==> config.mk <==
export PLATFORM = sky130hd
export DESIGN_NAME = bin2bcd_seq
export DESIGN_NICKNAME = d
export VERILOG_FILES = /design/src/rtl/bin2bcd_seq_pkg.sv /design/src/rtl/bin2bcd_seq_digit_adj.sv /design/src/rtl/bin2bcd_seq.sv
export SDC_FILE = /design/constraint.sdc
export NUM_CORES = 1
export LEC_CHECK = 0
export BUFFER_PORTS_ARGS = -buffer_cell sky130_fd_sc_hd__buf_2
export CORE_UTILIZATION = 38
export CTS_CLUSTER_DIAMETER = 40
export DETAILED_ROUTE_END_ITERATION = 16
export PLACE_DENSITY_LB_ADDON = 0.3
export SLEW_MARGIN = 20
export SYNTH_ARGS = -nofsm -noshare
export SYNTH_HDL_FRONTEND = slang
export SYNTH_HIERARCHICAL = 1
export SYNTH_SLANG_ARGS = --single-unit
==> constraint.sdc <==
create_clock -name sys_clk -period 3.06 [get_ports sys_clk]
set_input_delay 0 -clock sys_clk [delete_from_list [all_inputs] [get_ports sys_clk]]
set_output_delay 0 -clock sys_clk [all_outputs]
set_load 0.01 [all_outputs]
==> src/rtl/bin2bcd_seq_pkg.sv <==
// Shared constants, FSM state type and a DIGITS sizing helper for the
// sequential binary-to-BCD converter.
package bcd_pkg;

  localparam int         DIGIT_W    = 4;
  localparam logic [3:0] ADJ_THRESH = 4'd5;
  localparam logic [3:0] ADJ_ADD    = 4'd3;

  typedef enum logic {
    IDLE = 1'b0,
    CONV = 1'b1
  } state_e;

  // ceil(width * log10(2)) in fixed point; width*log10(2) is never an exact
  // integer for width > 0, so the rounding constant gives a true ceiling.
  function automatic int min_digits(input int width);
    longint num;
    num = longint'(width) * 64'sd301029995664;
    return int'((num + 64'sd999999999999) / 64'sd1000000000000);
  endfunction

endpackage

==> src/rtl/bin2bcd_seq_digit_adj.sv <==
// Single BCD nibble adjust: add 3 when the digit is 5 or more, wrapping
// inside the nibble.
module bcd_digit_adj
  import bcd_pkg::*;
(
  input  logic [DIGIT_W-1:0] nib_i,
  output logic [DIGIT_W-1:0] nib_o
);

  always_comb begin
    nib_o = nib_i;
    if (nib_i >= ADJ_THRESH) begin
      nib_o = nib_i + ADJ_ADD;
    end
  end

endmodule

==> src/rtl/bin2bcd_seq.sv <==
// Handshaked double-dabble binary-to-BCD converter, one input bit per clock.
// Optional leading-zero blanking output enabled by BIN2BCD_LZ_BLANK_EN.
module bin2bcd_seq
  import bcd_pkg::*;
#(
  parameter int BIN_W  = 32,
  parameter int DIGITS = 10
) (
  input  logic                  sys_clk,
  input  logic                  sys_rst_n,
  input  logic                  start,
  input  logic [BIN_W-1:0]      data,
  output logic                  busy,
  output logic                  bcd_valid,
  output logic [4*DIGITS-1:0]   bcd_data,
  output logic                  bcd_ovf,
`ifdef BIN2BCD_LZ_BLANK_EN
  output logic [DIGITS-1:0]     digit_en,
`endif
  output logic                  dbg_state_o
);

  // Handshake: start is honoured only on an edge where busy is low; busy is
  // high for exactly BIN_W cycles after acceptance; bcd_valid pulses for one
  // cycle (with busy already low) when bcd_data/bcd_ovf have just been loaded.

  localparam int BCD_W = DIGIT_W * DIGITS;
  localparam int SR_W  = BIN_W + BCD_W;
  localparam int CNT_W = $clog2(BIN_W);
  localparam logic [CNT_W-1:0] CNT_LAST = CNT_W'(BIN_W - 1);

  state_e             state_q, state_d;
  logic [SR_W-1:0]    sr_q, sr_d;
  logic [CNT_W-1:0]   cnt_q, cnt_d;
  logic               ovf_q, ovf_d;
  logic [BCD_W-1:0]   bcd_q, bcd_d;
  logic               bcd_ovf_q, bcd_ovf_d;
  logic               valid_q, valid_d;

  logic [BCD_W-1:0]   adj_bcd;
  logic [SR_W-1:0]    adj_sr;
  logic [SR_W-1:0]    step_sr;
  logic [BCD_W-1:0]   step_bcd;
  logic               shift_out;

  for (genvar g = 0; g < DIGITS; g++) begin : g_adj
    bcd_digit_adj u_adj (
      .nib_i (sr_q[BIN_W + DIGIT_W*g +: DIGIT_W]),
      .nib_o (adj_bcd[DIGIT_W*g +: DIGIT_W])
    );
  end

  // The bit leaving the top digit on a shift is the decimal carry that no
  // longer fits, which is what feeds the sticky overflow.
  assign adj_sr    = {adj_bcd, sr_q[BIN_W-1:0]};
  assign shift_out = adj_sr[SR_W-1];
  assign step_sr   = {adj_sr[SR_W-2:0], 1'b0};
  assign step_bcd  = step_sr[SR_W-1:BIN_W];

`ifdef BIN2BCD_LZ_BLANK_EN
  logic [DIGITS-1:0] lz_en;
  logic [DIGITS-1:0] den_q, den_d;

  always_comb begin
    logic seen;
    seen  = 1'b0;
    lz_en = '0;
    for (int i = DIGITS - 1; i >= 0; i--) begin
      seen     = seen | (step_bcd[DIGIT_W*i +: DIGIT_W] != '0);
      lz_en[i] = seen;
    end
    lz_en[0] = 1'b1;
  end
`endif

  always_comb begin
    state_d   = state_q;
    sr_d      = sr_q;
    cnt_d     = cnt_q;
    ovf_d     = ovf_q;
    bcd_d     = bcd_q;
    bcd_ovf_d = bcd_ovf_q;
    valid_d   = 1'b0;
`ifdef BIN2BCD_LZ_BLANK_EN
    den_d     = den_q;
`endif
    case (state_q)
      IDLE: begin
        if (start) begin
          sr_d    = {{BCD_W{1'b0}}, data};
          cnt_d   = '0;
          ovf_d   = 1'b0;
          state_d = CONV;
        end
      end
      CONV: begin
        sr_d  = step_sr;
        cnt_d = cnt_q + CNT_W'(1);
        ovf_d = ovf_q | shift_out;
        if (cnt_q == CNT_LAST) begin
          state_d   = IDLE;
          valid_d   = 1'b1;
          bcd_d     = step_bcd;
          bcd_ovf_d = ovf_q | shift_out;
`ifdef BIN2BCD_LZ_BLANK_EN
          den_d     = lz_en;
`endif
        end
      end
      default: state_d = IDLE;
    endcase
  end

  always_ff @(posedge sys_clk) begin
    if (!sys_rst_n) begin
      state_q   <= IDLE;
      sr_q      <= '0;
      cnt_q     <= '0;
      ovf_q     <= 1'b0;
      bcd_q     <= '0;
      bcd_ovf_q <= 1'b0;
      valid_q   <= 1'b0;
`ifdef BIN2BCD_LZ_BLANK_EN
      den_q     <= DIGITS'(1);
`endif
    end else begin
      state_q   <= state_d;
      sr_q      <= sr_d;
      cnt_q     <= cnt_d;
      ovf_q     <= ovf_d;
      bcd_q     <= bcd_d;
      bcd_ovf_q <= bcd_ovf_d;
      valid_q   <= valid_d;
`ifdef BIN2BCD_LZ_BLANK_EN
      den_q     <= den_d;
`endif
    end
  end

  assign busy        = (state_q == CONV);
  assign bcd_valid   = valid_q;
  assign bcd_data    = bcd_q;
  assign bcd_ovf     = bcd_ovf_q;
  assign dbg_state_o = (state_q == CONV);
`ifdef BIN2BCD_LZ_BLANK_EN
  assign digit_en    = den_q;
`endif

endmodule

* Yosys cells after proc, flatten, opt, wreduce, memory -nomap -nowiden
Index checks and enable logic that the tools add are counted.
Storage, ports and cells: memory bits (writable) 0, memories kept 0, bits in registers 121, input port bits 35, latch bits 0, bits in read-only memories 0
Cells by class: $lt $le $gt $ge 10, reductions and logical operators 2, shift-type cells 0, divide/modulo/power cells 0, $add $sub $neg 11, multiplexer cells 20, bitwise logic cells 2, multipliers 0, eq/ne operators 2
Operators with widths (count):
- 72-bit case mux with 2 select lines | 1
- 72-bit two-way mux | 1
- 4-bit by 2-bit adder with 4-bit output (second input constant) | 10
- 4-bit by 3-bit >= comparator with 1-bit output (second input constant) | 10
- 4-bit two-way mux | 10
- 5-bit case mux with 2 select lines | 1
- 5-bit by 1-bit adder with 5-bit output (second input constant) | 1
- 5-bit equality test (second input constant) | 1
- 5-bit two-way mux | 1
- 1-bit two-way mux | 4
- 1-bit case mux with 2 select lines | 2
- 2-bit AND reduction | 2
- 2-bit inequality test (second input constant) | 1
- 1-bit inverter | 1
- 1-bit OR | 1

* Longest topological paths before layout
Gate-level depths: netlist (run 1).
word-level depth 4, depth in mapped cells 8

* Cells and area by module
The synthesis (run 1) kept the hierarchy.
Modules (own cells, without submodules):
- bin2bcd_seq | area each 4629.4 um2, times used 1, sequential area each 2422.3 um2, cells each 480
- bcd_digit_adj | area each 101.3 um2, times used 10, sequential area each 0.0 um2, cells each 16

* Worst setup path after synthesis (run 1)
OpenSTA, ideal clock, no wires.
path type register to register, start point register cnt_q[0], end point register bcd_q[0] (netlist: bcd_data[0]), data required time 2.938 ns, clock period less this slack 1.571 ns, path slack 1.489 ns, path buffers 2, data arrival time 1.449 ns, stages on the path, launching flop included 9, path through dfxtp_1 ha_1 and3_1 ha_1 and2_1 clkbuf_2 buf_2 nand2_1 a21boi_0
On the way: word-level cells in the longest chain between the ends 2
RTL lines:
- start, declared | RTL line bin2bcd_seq.sv:34 | logic [CNT_W-1:0] cnt_q, cnt_d;
- start signal, assigned | RTL line bin2bcd_seq.sv:129 | cnt_q <= cnt_d;
- 5-bit equality test | RTL line bin2bcd_seq.sv:100 | if (cnt_q == CNT_LAST) begin
- 2-bit AND reduction (no source line)
- end signal, assigned | RTL line bin2bcd_seq.sv:120 | bcd_q <= '0;
- end signal, assigned | RTL line bin2bcd_seq.sv:131 | bcd_q <= bcd_d;
- end, declared | RTL line bin2bcd_seq.sv:36 | logic [BCD_W-1:0] bcd_q, bcd_d;
No other way between the ends. A chain may end at the register's enable or synchronous reset.

* Worst setup path after layout (run 1)
start point register cnt_q[0], end point register bcd_q[28] (netlist: bcd_data[28])
The elaborated chain is that of the path after synthesis.

==> results of run 1 <==
[cells by family (layout without fill, tap and decap cells)]
family | count (synthesis) | count (layout) | synth area share
DFF | 121 | 121 | 0.429
buffers and inverters | 61 | 166 | 0.0552
AOI/OAI and AO/OA | 149 | 149 | 0.186
and+or+nand+nor | 233 | 233 | 0.187
xor gates and xnor gates | 10 | 10 | 0.0155
muxes | 43 | 43 | 0.0763
adders and majority gates | 23 | 23 | 0.0510
[metrics by stage]
stage / setup slack (ns) / instances / power [mW]
floorplan: 1.49 / 640 / 1.80
global placement: 1.13 / 867 / 1.84
global route: 0.844 / 929 / 4.21
finish: 1.06 / 929 / 4.06
CTS: 1.03 / 929 / 4.10
detailed placement: 1.04 / 867 / 1.84
[layer usage]
layer | up-vias | global-route usage | part of all wire
met5 | - | 0 | 0
met4 | 0 | 0.0663 | 0.013
met3 | 12 | 0.0527 | 0.046
met2 | 90 | 0.282 | 0.46
met1 | 2123 | 0.189 | 0.48
li1 | 2333 | - | -
[registers in the layout, summed over array words and instances (netlist names)]
register and flops:
bcd_data 40, bcd_ovf 1, bcd_valid 1, busy 1, cnt_q 5, ovf_q 1
sr_q 72
[power by group through the flow]
| stage | clock, mW | sequential (mW) | combinational, mW |
|---|---|---|---|
| finish | 2.22 | 1.63 | 0.210 |
| global route | 2.34 | 1.63 | 0.235 |
| CTS | 2.26 | 1.63 | 0.210 |
| detailed placement | 0 | 1.66 | 0.180 |
| global placement | 0 | 1.66 | 0.173 |
| floorplan | 0 | 1.66 | 0.147 |
[area by class of cell]
cell class / instances / area, sq um / share of cell area
tap: 184 / 230 / 0.0326
sequential: 121 / 2420 / 0.343
timing repair buffer: 114 / 761 / 0.108
inverter: 20 / 75.1 / 0.0106
multi-input combinational: 458 / 2910 / 0.412
clock inverter: 13 / 216 / 0.0307
clock buffer: 19 / 443 / 0.0628
[worst reg2reg max path, cell delays in order (launching register included)]
cell	delay (ns)
dfxtp_1	0.38
ha_1	0.21
and3_1	0.19
ha_1	0.18
and2_1	0.48
buf_12	0.25
nand2_1	0.08
a21boi_0	0.16
[how the worst min path moves through the flow]
stage | endpoint | start | cells past startpoint | slack, ns
floorplan | sr_q[0] | data[0] | 2 | 0.22
global placement | sr_q[0] | data[0] | 3 | 0.33
detailed placement | sr_q[0] | data[0] | 3 | 0.34
CTS | sr_q[13] | data[13] | 4 | 0.008
global route | sr_q[13] | data[13] | 4 | 0.03
finish | sr_q[13] | data[13] | 4 | 0.02
[synth_stat cells, types with 13 or more instances]
master    count
nand2_1     153
dfxtp_1     121
mux2i_1      43
o21ai_0      43
a22o_1       42
a21boi_0     35
and2_1       33
ha_1         23
nand2b_1     22
inv_1        20
buf_2        16
clkbuf_1     13
==> results.json, run 1 <==
{
  "viasPerCell": 4.91,
  "wire_per_inst_microns": 12.5,
  "final_common_cell": "nand2_1",
  "synth.avg_cell_area_sq_um": 8.82,
  "setup_tns_ns": 0,
  "async_flop_share": 0,
  "crit_required_ns": 3.40,
  "cp-end-kind": "register",
  "postCtsSetupBuffers": 0,
  "rows": 44,
  "crit_arrival_ns": 2.34,
  "cts-htree-levels": 4,
  "cts_max_path_buffers": 2,
  "critPathMaxStageDelay_ns": 0.48,
  "finalCriticalPeriod_ns": 2.00,
  "syn_area_sq_um": 5640,
  "hold_viol": 0,
  "fin_nets": 790,
  "cts_hold_buf": 30,
  "dieArea_sq_um": 15300,
  "crit_path_end": "bcd_data[28]",
  "drive_gt1_frac": 0.172,
  "drt_pre_antenna_iters": 4,
  "grt_pass1_vias": 4419,
  "cts.sinks": 121,
  "cts-resized-gates": 0,
  "grt_max_degree": 81,
  "worstHoldPathType": "in -> reg",
  "clock.fmax_ghz": 0.499,
  "leakage_nw": 2.99,
  "syn_inst": 640,
  "period_share": 0.655,
  "cp_slowest_cell": "and2_1",
  "grt_pass1_wl_mm": 19.7,
  "outcome": "finished clean",
  "yosysTopAreaCell": "dfxtp_1",
  "cts.clk_slew.worst_paths_ns": 0.06,
  "drc": 0,
  "r2r-start": "cnt_q[0]",
  "rrSetupSlack_ns": 1.06,
  "core_sq_um": 14500,
  "cp_num_cells": 7,
  "clock_skew_ns": 0.00662,
  "ir_worst_vdd_mv": 0.452,
  "cpMostUsedCell": "ha_1",
  "grt-ovfl-total": 0,
  "routed_wl_mm": 11.6,
  "worst_setup_path_start_kind": "register",
  "crit_start": "cnt_q[0]",
  "antenna_found_initial": 0,
  "routed-via-count": 4558,
  "setup_viol": 0,
  "synthToLayoutAreaGrowth_pct": 25.1,
  "timing.hold.ws_ns": 0.0243,
  "syn-num-nets": 698,
  "io_pins": 79,
  "path_buf_inv": 1,
  "p_clk_frac": 0.546,
  "initial_core_util": 0.388,
  "diodes": 0,
  "port_buffers": 78,
  "max_slew.worst_pin.slew_ns": 0.759,
  "final_cell_mix": "nand2_1 (153), dfxtp_1 (120), buf_2 (78), mux2i_1 (43), o21ai_0 (43)",
  "ys_ff_latch": 121,
  "yosysWarnings": 6,
  "nFillCells": 1330,
  "ant_nets": 0,
  "ys_seq_area_frac": 0.429,
  "power_density_nw_per_um2": 575,
  "switchingPower_mw": 0.868,
  "first_iter_violations": 216,
  "die_w_microns": 124,
  "critical_path_class": "reg -> reg",
  "swShare": 0.214,
  "regToRegEndpoint": "bcd_data[28]",
  "grt_use_total": 0.165,
  "die_h_microns": 124,
  "dp_hpwl_mm": 7.50,
  "synth_enable_flop_cells": 0,
  "tritoncts": "done",
  "cts_buffers": 17,
  "slew_violations": 0,
  "slew-limit-headroom": 0.494,
  "worstPathCellList": "ha_1 > and3_1 > ha_1 > and2_1 > buf_12 > nand2_1 > a21boi_0",
  "synth-main-ff-cell": "dfxtp_1",
  "clk_latency_ns": 0.42,
  "internal-power_mw": 3.19,
  "cp_top_family": "simple AND/OR/NAND/NOR gates",
  "rsz0062_at_grt": "false",
  "path_max_fanout": 28,
  "yosysUniqueCellTypes": 31,
  "cts-root-buf": "clkbuf_16",
  "maxCapViolCount": 0,
  "synthTopCellsByArea": "dfxtp_1 (43%), nand2_1 (10%), mux2i_1 (7.6%), a22o_1 (6.5%), ha_1 (5.1%)",
  "final_util": 0.486,
  "p_seq_frac": 0.402,
  "place_congestion": 0.791,
  "p_comb_frac": 0.052,
  "fin_area_sq_um": 7060,
  "reg2reg_depth": 7,
  "synth_top_area_share": 0.429,
  "placed_area_sq_um": 6100
}
No activity file was read; power rests on OpenSTA's default activity.
==> inputs of run 2 (changes only) <==
==> constraint.sdc (replaced) <==
create_clock -name sys_clk -period 2.1 [get_ports sys_clk]
set_input_delay 0 -clock sys_clk [delete_from_list [all_inputs] [get_ports sys_clk]]
set_output_delay 0 -clock sys_clk [all_outputs]
set_load 0.01 [all_outputs]
==> run 2 against run 1 <==
  * Global-route usage increased by 0.57 points
  * Critical endpoint is now bcd_data[13]
  * Largest cell class unchanged
  * Core utilization shrank 0.30 points
  * Sequential power up 46%
  * Setup slack lost 0.76 ns
  * Power grew 36%
  * Fmax increased by 11%
  * Critical path depth did not move
==> results.json, run 2 (synthesized netlist as in run 1, its figures left out) <==
{
  "outcome": "finished clean",
  "cts_max_path_buffers": 2,
  "drive_gt1_frac": 0.171,
  "placed_area_sq_um": 6120,
  "grt_max_degree": 66,
  "io_pins": 79,
  "p_comb_frac": 0.056,
  "p_seq_frac": 0.430,
  "final_common_cell": "nand2_1",
  "largest_register": "sr_q",
  "worstHoldPathType": "in -> reg",
  "initial_core_util": 0.388,
  "reg2reg_depth": 7,
  "max_slew.worst_pin.slew_ns": 0.541,
  "cp-end-kind": "register",
  "rows": 44,
  "cp_slowest_cell": "dfxtp_1",
  "place_congestion": 0.765,
  "first_iter_violations": 269,
  "path_max_fanout": 37,
  "crit_start": "cnt_q[0]",
  "rsz0062_at_grt": "false",
  "dieArea_sq_um": 15300,
  "wire_per_inst_microns": 12.7,
  "synthToLayoutAreaGrowth_pct": 24.3,
  "cts.sinks": 121,
  "crit_required_ns": 2.43,
  "finalCriticalPeriod_ns": 1.80,
  "power_density_nw_per_um2": 789,
  "cts-root-buf": "clkbuf_16",
  "cts.clk_slew.worst_paths_ns": 0.05,
  "seqCellArea_sq_um": 2420,
  "viasPerCell": 4.92,
  "grt_pass1_wl_mm": 20.3,
  "largest_reg_flops": 72,
  "rrSetupSlack_ns": 0.30,
  "clock_skew_ns": 0.0117,
  "path_buf_inv": 1,
  "port_buffers": 78,
  "internal-power_mw": 4.36,
  "maxCapViolCount": 0,
  "final_util": 0.483,
  "crit_arrival_ns": 2.13,
  "crit_path_end": "bcd_data[13]",
  "antenna_found_initial": 0,
  "clock.fmax_ghz": 0.555,
  "regToRegEndpoint": "bcd_data[13]",
  "grt_use_total": 0.171,
  "period_share": 0.858,
  "multi_input_area_sq_um": 2910,
  "slew_violations": 0,
  "die_h_microns": 124,
  "nFillCells": 1352,
  "worstPathCellList": "ha_1 > and3_1 > ha_1 > and2_1 > buf_12 > nand2_1 > a21boi_0",
  "clk_latency_ns": 0.42,
  "slew-limit-headroom": 0.640,
  "cpMostUsedCell": "ha_1",
  "switchingPower_mw": 1.17,
  "tritoncts": "done",
  "drc": 0,
  "final_cell_mix": "nand2_1 (153), dfxtp_1 (120), buf_2 (78), mux2i_1 (43), o21ai_0 (43)",
  "swShare": 0.212,
  "critical_path_class": "reg -> reg",
  "cp_top_family": "simple AND/OR/NAND/NOR gates",
  "diodes": 0,
  "ir_worst_vdd_mv": 0.514,
  "fin_area_sq_um": 7010,
  "dp_hpwl_mm": 7.70,
  "drt_pre_antenna_iters": 4,
  "routed_wl_mm": 11.8,
  "hold_viol": 0,
  "fin_nets": 794,
  "ant_nets": 0,
  "hold_depth": 4,
  "leakage_nw": 2.98,
  "setup_tns_ns": 0,
  "setup_viol": 0,
  "cp_num_cells": 7,
  "r2r-start": "cnt_q[0]",
  "grt_pass1_vias": 4607,
  "die_w_microns": 124,
  "critPathMaxStageDelay_ns": 0.39,
  "worst_setup_path_start_kind": "register",
  "cts-htree-levels": 4,
  "routed-via-count": 4586,
  "core_sq_um": 14500,
  "grt-ovfl-total": 0,
  "cts_buffers": 17,
  "p_clk_frac": 0.515
}
==> run 2: timing repair <==
action                                  in CTS  in global routing
endpoints found under the setup margin       0                  0
hold buffers                                31                  0
gates resized for setup                      0                  0
hold endpoints to repair                    31                  0
buffers inserted                             0                  0
==> run 2: final cells by class <==
type | instances | area share
Multi-Input combinational cell | 458 | 0.415
Sequential cell | 121 | 0.346
Timing Repair Buffer | 118 | 0.113
Clock buffer | 24 | 0.0701
Tap cell | 184 | 0.0328
Clock inverter | 7 | 0.0130
Inverter | 20 | 0.0107
==> run 2: worst register-to-register path, delay by kind of cell, from the launching register on <==
kind	cells	cell delay, ns
AOI/OAI and AO/OA	1	0.18
DFF	1	0.39
and+or+nand+nor	3	0.53
adders and majority gates	2	0.38
buffers and inverters	1	0.23
==> run 2: per-stage QoR <==
step                power (mW)  setup WS (ns)  cells  hold slack, ns
floorplan                 2.63          0.529    640           0.220
global placement          2.68          0.393    870           0.327
detailed placement        2.69          0.288    870           0.337
CTS                       5.60          0.287    932        0.000154
global route              5.78          0.150    932          0.0271
finish                    5.53          0.298    932        0.000837
==> run 2: power by group through the flow <==
stage,combinational [mW],sequential (mW),clock (mW)
2_1_floorplan,0.214,2.41,0
6_report,0.307,2.38,2.85
3_3_place_gp,0.254,2.42,0
5_1_grt,0.347,2.38,3.05
4_1_cts,0.309,2.38,2.91
3_5_place_dp,0.265,2.42,0
==> run 2: worst min-delay path by stage <==
| stage | end | slack (ns) | start |
|---|---|---|---|
| after CTS | sr_q[24] | 0.0002 | data[24] |
| after global routing | busy | 0.03 | sys_rst_n |
| after detailed placement | sr_q[0] | 0.34 | data[0] |
| after floorplan | sr_q[0] | 0.22 | data[0] |
| final | sr_q[24] | 0.0008 | data[24] |
| after global placement | sr_q[0] | 0.33 | data[0] |
==> run 2: layer usage <==
metal,up-vias,part of all wire,global-route usage
met5,-,0,0
met4,0,0.0058,0.0625
met3,6,0.056,0.0678
met2,109,0.48,0.293
met1,2128,0.46,0.189
li1,2343,-,-
